[src/rtl/fp_mul_arbiter.sv]
// Two-port round-robin arbiter in front of one shared multi-cycle FP multiplier, with a run watchdog.
// Define FP_MUL_ARB_FIXED_PRIO_EN to replace round-robin with fixed priority for port 0.
module fp_mul_arbiter #(
    parameter int MAXLAT = 31
) (
    input  logic        clk,
    input  logic        rst,
    input  logic        ce,
    input  logic        req0,
    input  logic        req1,
    input  logic [31:0] x0,
    input  logic [31:0] y0,
    input  logic [31:0] x1,
    input  logic [31:0] y1,
    output logic        done0,
    output logic        done1,
    output logic [31:0] z0,
    output logic [31:0] z1,
    output logic        err,
    output logic        busy,
    output logic        mul_ce,
    output logic        mul_run,
    output logic [31:0] mul_x,
    output logic [31:0] mul_y,
    input  logic        mul_stall,
    input  logic [31:0] mul_z
);

    typedef enum logic [1:0] {IDLE, RUN, DONE} state_t;

    state_t      state_q, state_d;
    logic        gnt_q, gnt_d;
    logic [7:0]  cnt_q, cnt_d;
    logic [31:0] mul_x_q, mul_x_d;
    logic [31:0] mul_y_q, mul_y_d;
    logic [31:0] z0_q, z0_d;
    logic [31:0] z1_q, z1_d;
    logic        err_q, err_d;
    logic        win1;
`ifndef FP_MUL_ARB_FIXED_PRIO_EN
    logic        last_q, last_d;
`endif

    // win1: port 1 takes this grant; last_q=1 means port 1 was served last
    always_comb begin
`ifdef FP_MUL_ARB_FIXED_PRIO_EN
        win1 = req1 & ~req0;
`else
        win1 = req1 & (~req0 | ~last_q);
`endif
    end

    always_comb begin
        state_d = state_q;
        gnt_d   = gnt_q;
        cnt_d   = cnt_q;
        mul_x_d = mul_x_q;
        mul_y_d = mul_y_q;
        z0_d    = z0_q;
        z1_d    = z1_q;
        err_d   = err_q;
`ifndef FP_MUL_ARB_FIXED_PRIO_EN
        last_d  = last_q;
`endif
        case (state_q)
            IDLE: begin
                if (req0 | req1) begin
                    gnt_d   = win1;
                    mul_x_d = win1 ? x1 : x0;
                    mul_y_d = win1 ? y1 : y0;
                    cnt_d   = 8'd0;
                    state_d = RUN;
`ifndef FP_MUL_ARB_FIXED_PRIO_EN
                    last_d  = win1;
`endif
                end
            end
            RUN: begin
                if (!mul_stall) begin
                    if (gnt_q) z1_d = mul_z;
                    else       z0_d = mul_z;
                    err_d   = 1'b0;
                    state_d = DONE;
                end else if (cnt_q == 8'(MAXLAT - 1)) begin
                    // Multiplier never finished: report a zero result flagged by err
                    if (gnt_q) z1_d = 32'd0;
                    else       z0_d = 32'd0;
                    err_d   = 1'b1;
                    state_d = DONE;
                end else begin
                    cnt_d = cnt_q + 8'd1;
                end
            end
            DONE:    state_d = IDLE;
            default: state_d = IDLE;
        endcase
    end

    always_ff @(posedge clk or posedge rst) begin
        if (rst) begin
            state_q <= IDLE;
            gnt_q   <= 1'b0;
            cnt_q   <= 8'd0;
            mul_x_q <= 32'd0;
            mul_y_q <= 32'd0;
            z0_q    <= 32'd0;
            z1_q    <= 32'd0;
            err_q   <= 1'b0;
`ifndef FP_MUL_ARB_FIXED_PRIO_EN
            last_q  <= 1'b1;
`endif
        end else if (ce) begin
            state_q <= state_d;
            gnt_q   <= gnt_d;
            cnt_q   <= cnt_d;
            mul_x_q <= mul_x_d;
            mul_y_q <= mul_y_d;
            z0_q    <= z0_d;
            z1_q    <= z1_d;
            err_q   <= err_d;
`ifndef FP_MUL_ARB_FIXED_PRIO_EN
            last_q  <= last_d;
`endif
        end
    end

    assign done0   = (state_q == DONE) & ~gnt_q;
    assign done1   = (state_q == DONE) &  gnt_q;
    assign busy    = (state_q != IDLE);
    assign mul_run = (state_q == RUN);
    assign mul_ce  = ce;
    assign mul_x   = mul_x_q;
    assign mul_y   = mul_y_q;
    assign z0      = z0_q;
    assign z1      = z1_q;
    assign err     = err_q;

endmodule

[config.mk]
export PLATFORM = sky130hd
export DESIGN_NAME = fp_mul_arbiter
export DESIGN_NICKNAME = d
export VERILOG_FILES = /design/src/rtl/fp_mul_arbiter.sv
export SDC_FILE = /design/constraint.sdc
export NUM_CORES = 1
export LEC_CHECK = 0
export CAP_MARGIN = 10
export CORE_ASPECT_RATIO = 1.2
export CORE_MARGIN = 2
export CORE_UTILIZATION = 44
export DETAILED_ROUTE_END_ITERATION = 16
export PLACE_DENSITY = 0.9
export SLEW_MARGIN = 10
export SYNTH_ARGS = -nofsm -noshare
export SYNTH_HDL_FRONTEND = slang
export SYNTH_SLANG_ARGS = --single-unit
[constraint.sdc]
create_clock -name clk -period 12.5 [get_ports clk]
set_input_delay 1.25 -clock clk [delete_from_list [all_inputs] [get_ports clk]]
set_output_delay 1.25 -clock clk [all_outputs]
set_load 0.01 [all_outputs]
==> results.md, run 1 <==
- Final HPWL DP: 12.7 mm
- Number of diodes: 0
- Post-route minimum period: ~3800 ps
- Final setup violation count: 0
- Arrival time worst endpoint: ~2600 ps
- Post-synthesis cell count: roughly 530
- Critical R2R Capture: gnt_q$_DFFE_PP0P_
- Post-synth EDFFs: 0
- Most frequent cells after synthesis: 140 x dfrtp_1, 100 x nand2_1, 66 x o21ai_1, 64 x mux2i_1
- Initial DRC Count: a little under 400
- Syn_nets: ~700
- DRC violations left: 0
- Worst-path cell chain: clkdlybuf4s50_1, clkdlybuf4s50_1
- PostCTS Resize Cnt: 0
- Core ar.: between 0.01 and 0.015 mm2
- Slew @ Worst Pin: between 1000 and 1500 ps
- Power share of the combinational group: 42.1%
- Main synth FF type: dfrtp_1
- I/O Pins: 300
- First-pass detailed-route iteration total: 4
- Relative slew slack: between 20% and 30%
- Finished Layout Cells: between 1000 and 1500
- Period utilization: a little under a third
- CTS tree: done
- Sequential Power Share: between 30% and 40%
- Overall routed net length: ~18 mm
- Skew-Pair Late Insertion Delay: slightly above 400 ps
- Area Growth Syn to Fin: 59.8%
- Die ar.: 0.0149 mm2
- Worst EP required: around 11000 ps
- Final Wtd Congestion: 0.795
- Max-slew violation count: 0
- Hold Path Depth: 2
- Reg clk slew, reported paths: 60 ps
- Startpoint Class: primary input
- Top delay family on crit path: buffers and inverters
- Number of global-route vias before repair: around 5300
- CP max-delay cell: clkdlybuf4s50_1
- Crit-path max FO: 9
- Maxcap violations: 0
- Detailed-route wire length per cell: 17.6 um
- GRT overflow: 0
- Initial antenna violation count: 1
- Initial Util: roughly 45%
- GRT Resource Usage Total: between 20% and 30%
- FF+latch count, synth: 141
- RSZ-0062 raised after global routing: false
- Unique masters post-synth: 45
- Worst Hold Class: flop to flop
- Worst path buffer plus inverter count: 2
- H-Tree Depth: 4
- Setup bufs post-CTS: 0
- Most common cell in the netlist: dfrtp_1
- Skew final: 10.2 ps
- Switching Power: 0.729 mW
- Async set or reset register ratio after synthesis: 100%
- Crit path depth: 2
- Root Buffer: clkbuf_16
- Antenna-violating nets left: 0
- Crit. End Element: primary output
- Internal power: between 1.5 and 2 mW
- Worst Hold Launch: mul_x[29]$_DFFE_PP0P_
- Main area contributors after synthesis: dfrtp_1 57%, mux2i_1 10%, nand2_1 6.1%
- Die Ht: 133 um
- Worst reg2reg path startpoint: state_q[1]$_DFFE_PP0P_
- Final Hold Vio Count: 0
- Placed cells: 969
- Worst reg-to-reg setup slack: 10400 ps
- Share of layout cells above drive strength 1: 6.63%
- Die W: roughly 110 um
- Outcome: finished clean
- Std-Cell Rows: 47
- TritonCTS Buffers: 17
- Fin Setup TNS: 0 ps
- Worst vdd ir: about 150 uV
- Endpoint, Worst Hold: mul_x[29]$_DFFE_PP0P_
- Nets: ~990
- CP peak stage delay: 690 ps
- Sequential element share of the synthesized area: a little under three fifths
- Clk sinks: approximately 140
- Largest net degree at the start of global routing: 127
- CP most frequent cell: clkdlybuf4s50_1
- Mapped Avg Cell Area: between 10 and 15 um2
- Cell taking the most area after synthesis: dfrtp_1
- Clock Tree Buf Depth: 2
- Yosys warning total: 0
- Top cell type's share of synthesized area: approximately 57%
- Clock power share: between 20% and 30%
- WS Path Type: primary input to primary output
- Leakage power: 4.19 nW
- Via/cell ratio: approximately 5.3
- PD cells: between 200 and 250 mW/mm2
- CP startpoint: ce
- Port Buffers: 299
- Synth Cell Area: a little over 0.006 mm2
- Vias post-DR: between 5000 and 6000
- Reg2reg path depth: 4
- Fmax: 263 MHz
- Hold buffers post-CTS: 0
- Switching Share: 32.4%
- First-pass GRT wire length: between 20 and 30 mm
[power groups by stage]
stage	Clock, mW	Sequential [mW]	Combinational [mW]
CTS	0.517	0.794	0.957
global placement	0	0.786	0.931
detailed placement	0	0.796	0.953
global route	0.536	0.821	1.01
floorplan	0	0.872	0.322
finish	0.507	0.793	0.946
[through the flow]
| stage | hold WS, ps | instance area (um2) | total power, mW | worst slack (ps) | utilization (%) |
|---|---|---|---|---|---|
| 3_3_place_gp | 466 | 9190 | 1.72 | 8710 | 67.1 |
| 5_1_grt | 508 | 9790 | 2.37 | 8640 | 71.5 |
| 6_report | 480 | 9790 | 2.25 | 8700 | 71.5 |
| 2_1_floorplan | 465 | 6130 | 1.19 | 7470 | - |
| 4_1_cts | 487 | 9790 | 2.27 | 8700 | 71.5 |
| 3_5_place_dp | 474 | 9190 | 1.75 | 8700 | 67.1 |
[layout make-up]
cell class,instances,area [um2]
clock buffers,20,467
flip-flops and latches,141,3530
clock inverters,12,134
repair buffers,305,3040
well taps,171,214
fillers,981,3910
multi-input cells,346,2380
inverters,6,27.5
[worst max-delay path by stage]
stage / endpoint
floorplan: cnt_q[0]$_DFFE_PP0P_
global placement: mul_ce
detailed placement: mul_ce
CTS: mul_ce
global route: mul_ce
finish: mul_ce
[cell families (layout without fill, tap and decap cells)]
logic type / count (synthesis) / after routing / share of synthesized area [%]
AO/OA/AOI/OAI: 152 / 152 / 18.0
flip-flops: 141 / 141 / 57.6
AND/OR/NAND/NOR: 124 / 124 / 8.84
multiplexers: 68 / 68 / 11.2
buffers and inverters: 47 / 343 / 3.90
adder cells (fa/ha/maj): 2 / 2 / 0.408
[layout by cell type, fill, tap and decap left out, types with 2 or more instances in the layout]
cell type	n
inv_2	4
clkinv_2	2
nor3_1	3
mux2_1	3
buf_4	6
inv_6	3
dfrtp_1	140
clkinvlp_4	5
and3_1	2
mux2i_1	64
nand4_1	2
clkbuf_8	3
o2bb2ai_1	32
o21ai_1	66
nor2_1	5
clkbuf_16	17
clkdlybuf4s50_1	299
bufinv_16	2
nand3_1	4
a32o_1	32
a21oi_1	5
nand2_1	100
a31oi_1	3
ha_1	2
o21ai_0	2
[registers in the layout (all words and copies together) (netlist names)]
signal   cells
gnt_q        1
last_q       1
z1          32
mul_x       32
z0          32
state_q      2
err          1
cnt_q        8
mul_y       32
[layer usage]
metal / vias up / wire, um / global-route usage, %
met5: - / 13 / 0
met4: 2 / 340 / 8.23
met3: 27 / 1630 / 7.37
met2: 273 / 8920 / 40.3
met1: 2511 / 6700 / 28.0
li1: 2507 / - / -
Note: power is estimated with default switching activity, not from simulation.
==> run 2, diff against run 1 <==
- CORE_UTILIZATION: 44 -> 37
- PLACE_DENSITY: 0.9 -> 0.81
- clock period: 12.5 -> 3.26 ns (I/O delays scaled with it)
==> run 2 against run 1 <==
Critical path depth increased by 2. Flip-flop and latch count unchanged. Routed wire length increased by 4.5%. Largest cell class unchanged. Utilization down 10 points. Hold slack lost 110 ps. Total power increased to 3.8 times the previous value. Critical path type is now flop to primary output.
==> results.md, run 2 (synthesized netlist as in run 1, its figures left out) <==
- Final Wtd Congestion: 0.804 (+1.2%)
- Crit-path max FO: 8 (-1)
- Final instance area: 0.00994 mm2 (+1.5%)
- Reg2reg path depth: 6 (+2)
- Via/cell ratio: 5.15 (-3.2%)
- Antenna-violating nets left: 0 (unchanged)
- Overall routed net length: 18.4 mm (+4.5%)
- CP max-delay cell: clkdlybuf4s50_1
- Crit. End Element: primary output
- Initial antenna violation count: 0 (-1)
- Largest net degree at the start of global routing: 129 (+1.6%)
- Die ar.: 0.0176 mm2 (+18%)
- Setup bufs post-CTS: 0 (unchanged)
- Reg clk slew, reported paths: 60 ps (about the same)
- Core ar.: 0.0162 mm2 (+18%)
- Skew final: 7.53 ps (-2.67 ps)
- WS Path Type: flop to primary output
- Worst-path cell chain: inv_2, nand2_2, inv_2, clkdlybuf4s50_1
- Detailed-route wire length per cell: 17.5 um (-0.52%)
- Startpoint Class: flop
- Port Buffers: 299 (unchanged)
- Area taken by multi-input logic gates: 0.00238 mm2 (unchanged)
- Number of diodes: 0 (unchanged)
- Relative slew slack: 51.0% (+26 points)
- Worst Hold Class: primary input to asynchronous set/reset pin
- Fmax: between 400 and 500 MHz
- Std-Cell Rows: 51 (+8.5%)
- Worst reg2reg path startpoint: cnt_q[0]$_DFFE_PP0P_
- Outcome: finished clean
- Final Hold Vio Count: 0 (unchanged)
- Die Ht: 145 um (+8.8%)
- Root Buffer: clkbuf_16
- H-Tree Depth: 4 (unchanged)
- I/O Pins: 300 (unchanged)
- Design Power: 8.61 mW (+280%)
- Worst reg-to-reg setup slack: 1330 ps (-9070 ps)
- Leakage power: 4.24 nW (+1.3%)
- Number of global-route vias before repair: 5553 (+5.3%)
- Commonest non-fill, non-tap cell in the layout: clkdlybuf4s50_1
- Die W: 121 um (+8.7%)
- Slew @ Worst Pin: 733 ps (-386 ps)
- CTS tree: done
- CP most frequent cell: inv_2
- Maxcap violations: 0 (unchanged)
- Vias post-DR: 5408 (+1.7%)
- Final setup violation count: 0 (unchanged)
- Initial DRC Count: 308 (-21%)
- TritonCTS Buffers: 17 (unchanged)
- Most frequent cells in the layout: 299 x clkdlybuf4s50_1, 140 x dfrtp_1, 100 x nand2_1
- Fin Setup TNS: 0 ps (unchanged)
- Hold buffers post-CTS: 0 (unchanged)
- Share of layout cells above drive strength 1: 7.51% (+0.88 points)
- PostCTS Resize Cnt: 0 (unchanged)
- Post-route minimum period: 2190 ps
- Worst EP required: 2930 ps (-8320 ps)
- Cell Area, Placed: 0.00936 mm2 (+1.8%)
- Worst vdd ir: 417 uV (+190%)
- Final Core Density: 61.3% (-10 points)
- DRC violations left: 0 (unchanged)
- Period utilization: about 67%
- Skew-Pair Late Insertion Delay: 420 ps (about the same)
- GRT overflow: 0 (unchanged)
- Fill count: 1340 (+37%)
- Critical R2R Capture: z0[9]$_DFFE_PP0P_
- Nets: 994 (+0.91%)
- First-pass GRT wire length: 29.2 mm (+5.2%)
- Initial Util: 37.8% (-6.9 points)
- Max-slew violation count: 0 (unchanged)
- Final HPWL DP: 13.7 mm (+7.4%)
- PD cells: 865 mW/mm2 (+280%)
- Area occupied by registers: 0.00353 mm2 (unchanged)
- RSZ-0062 raised after global routing: false
- Clk sinks: 141 (unchanged)
- Arrival time worst endpoint: 1860 ps (-690 ps)
- CP peak stage delay: 560 ps (-130 ps)
- GRT Resource Usage Total: 21.2% (-2.3 points)
- Area Growth Syn to Fin: 62.2%
- First-pass detailed-route iteration total: 5 (+1)
- Clock Tree Buf Depth: 2 (unchanged)
[run 2: cell count changes in the layout (fill, tap and decap cells not counted), sizes merged]
cell / delta
buf: +9
clkbuf: -1
clkinv: +2
inv: -1
[run 2: layout make-up]
| type | count | share of cell area (%) |
|---|---|---|
| well taps | 212 | 2.67 |
| clock buffers | 19 | 4.45 |
| repair buffers | 314 | 31.7 |
| inverters | 6 | 0.264 |
| clock inverters | 13 | 1.41 |
| flip-flops and latches | 141 | 35.5 |
| multi-input cells | 346 | 24.0 |
[run 2: worst max-delay path: cells and delay by family, from the launching register on]
kind	cells	cell delay, ps
DFF	1	400
buffers and inverters	3	910
and+or+nand+nor	1	130
[run 2: power by group]
part           internal (mW)  switching [mW]
clock network           1.15           0.748
registers               2.55           0.489
logic                   2.11            1.56
[run 2: routing by layer]
metal	vias to the layer above	part of all wire (%)	wire [um]	track usage (%)
li1	2527	-	-	-
met1	2585	38	7060	25.5
met2	271	49	8970	34.4
met3	25	11	1990	8.14
met4	0	2.0	372	7.47
met5	-	0	0	0
[run 2: worst max path at each step]
stage | startpoint | endpoint | slack (ps) | depth (start not counted)
after global routing | state_q[1]$_DFFE_PP0P_ | mul_run | 980 | 4
after floorplan | rst | cnt_q[0]$_DFFE_PP0P_ | 1170 | 1
after detailed placement | req1 | mul_x[26]$_DFFE_PP0P_ | 930 | 5
after CTS | gnt_q$_DFFE_PP0P_ | done0 | 1030 | 2
final | state_q[1]$_DFFE_PP0P_ | mul_run | 1070 | 4
after global placement | req1 | mul_y[24]$_DFFE_PP0P_ | 1000 | 5
[run 2: metrics by stage]
stage / hold slack (ps) / setup WS (ps) / cells
floorplan: 407 / 1170 / 534
global placement: 466 / 996 / 1019
detailed placement: 473 / 926 / 1019
CTS: 369 / 1030 / 1051
global route: 423 / 983 / 1051
finish: 365 / 1070 / 1051
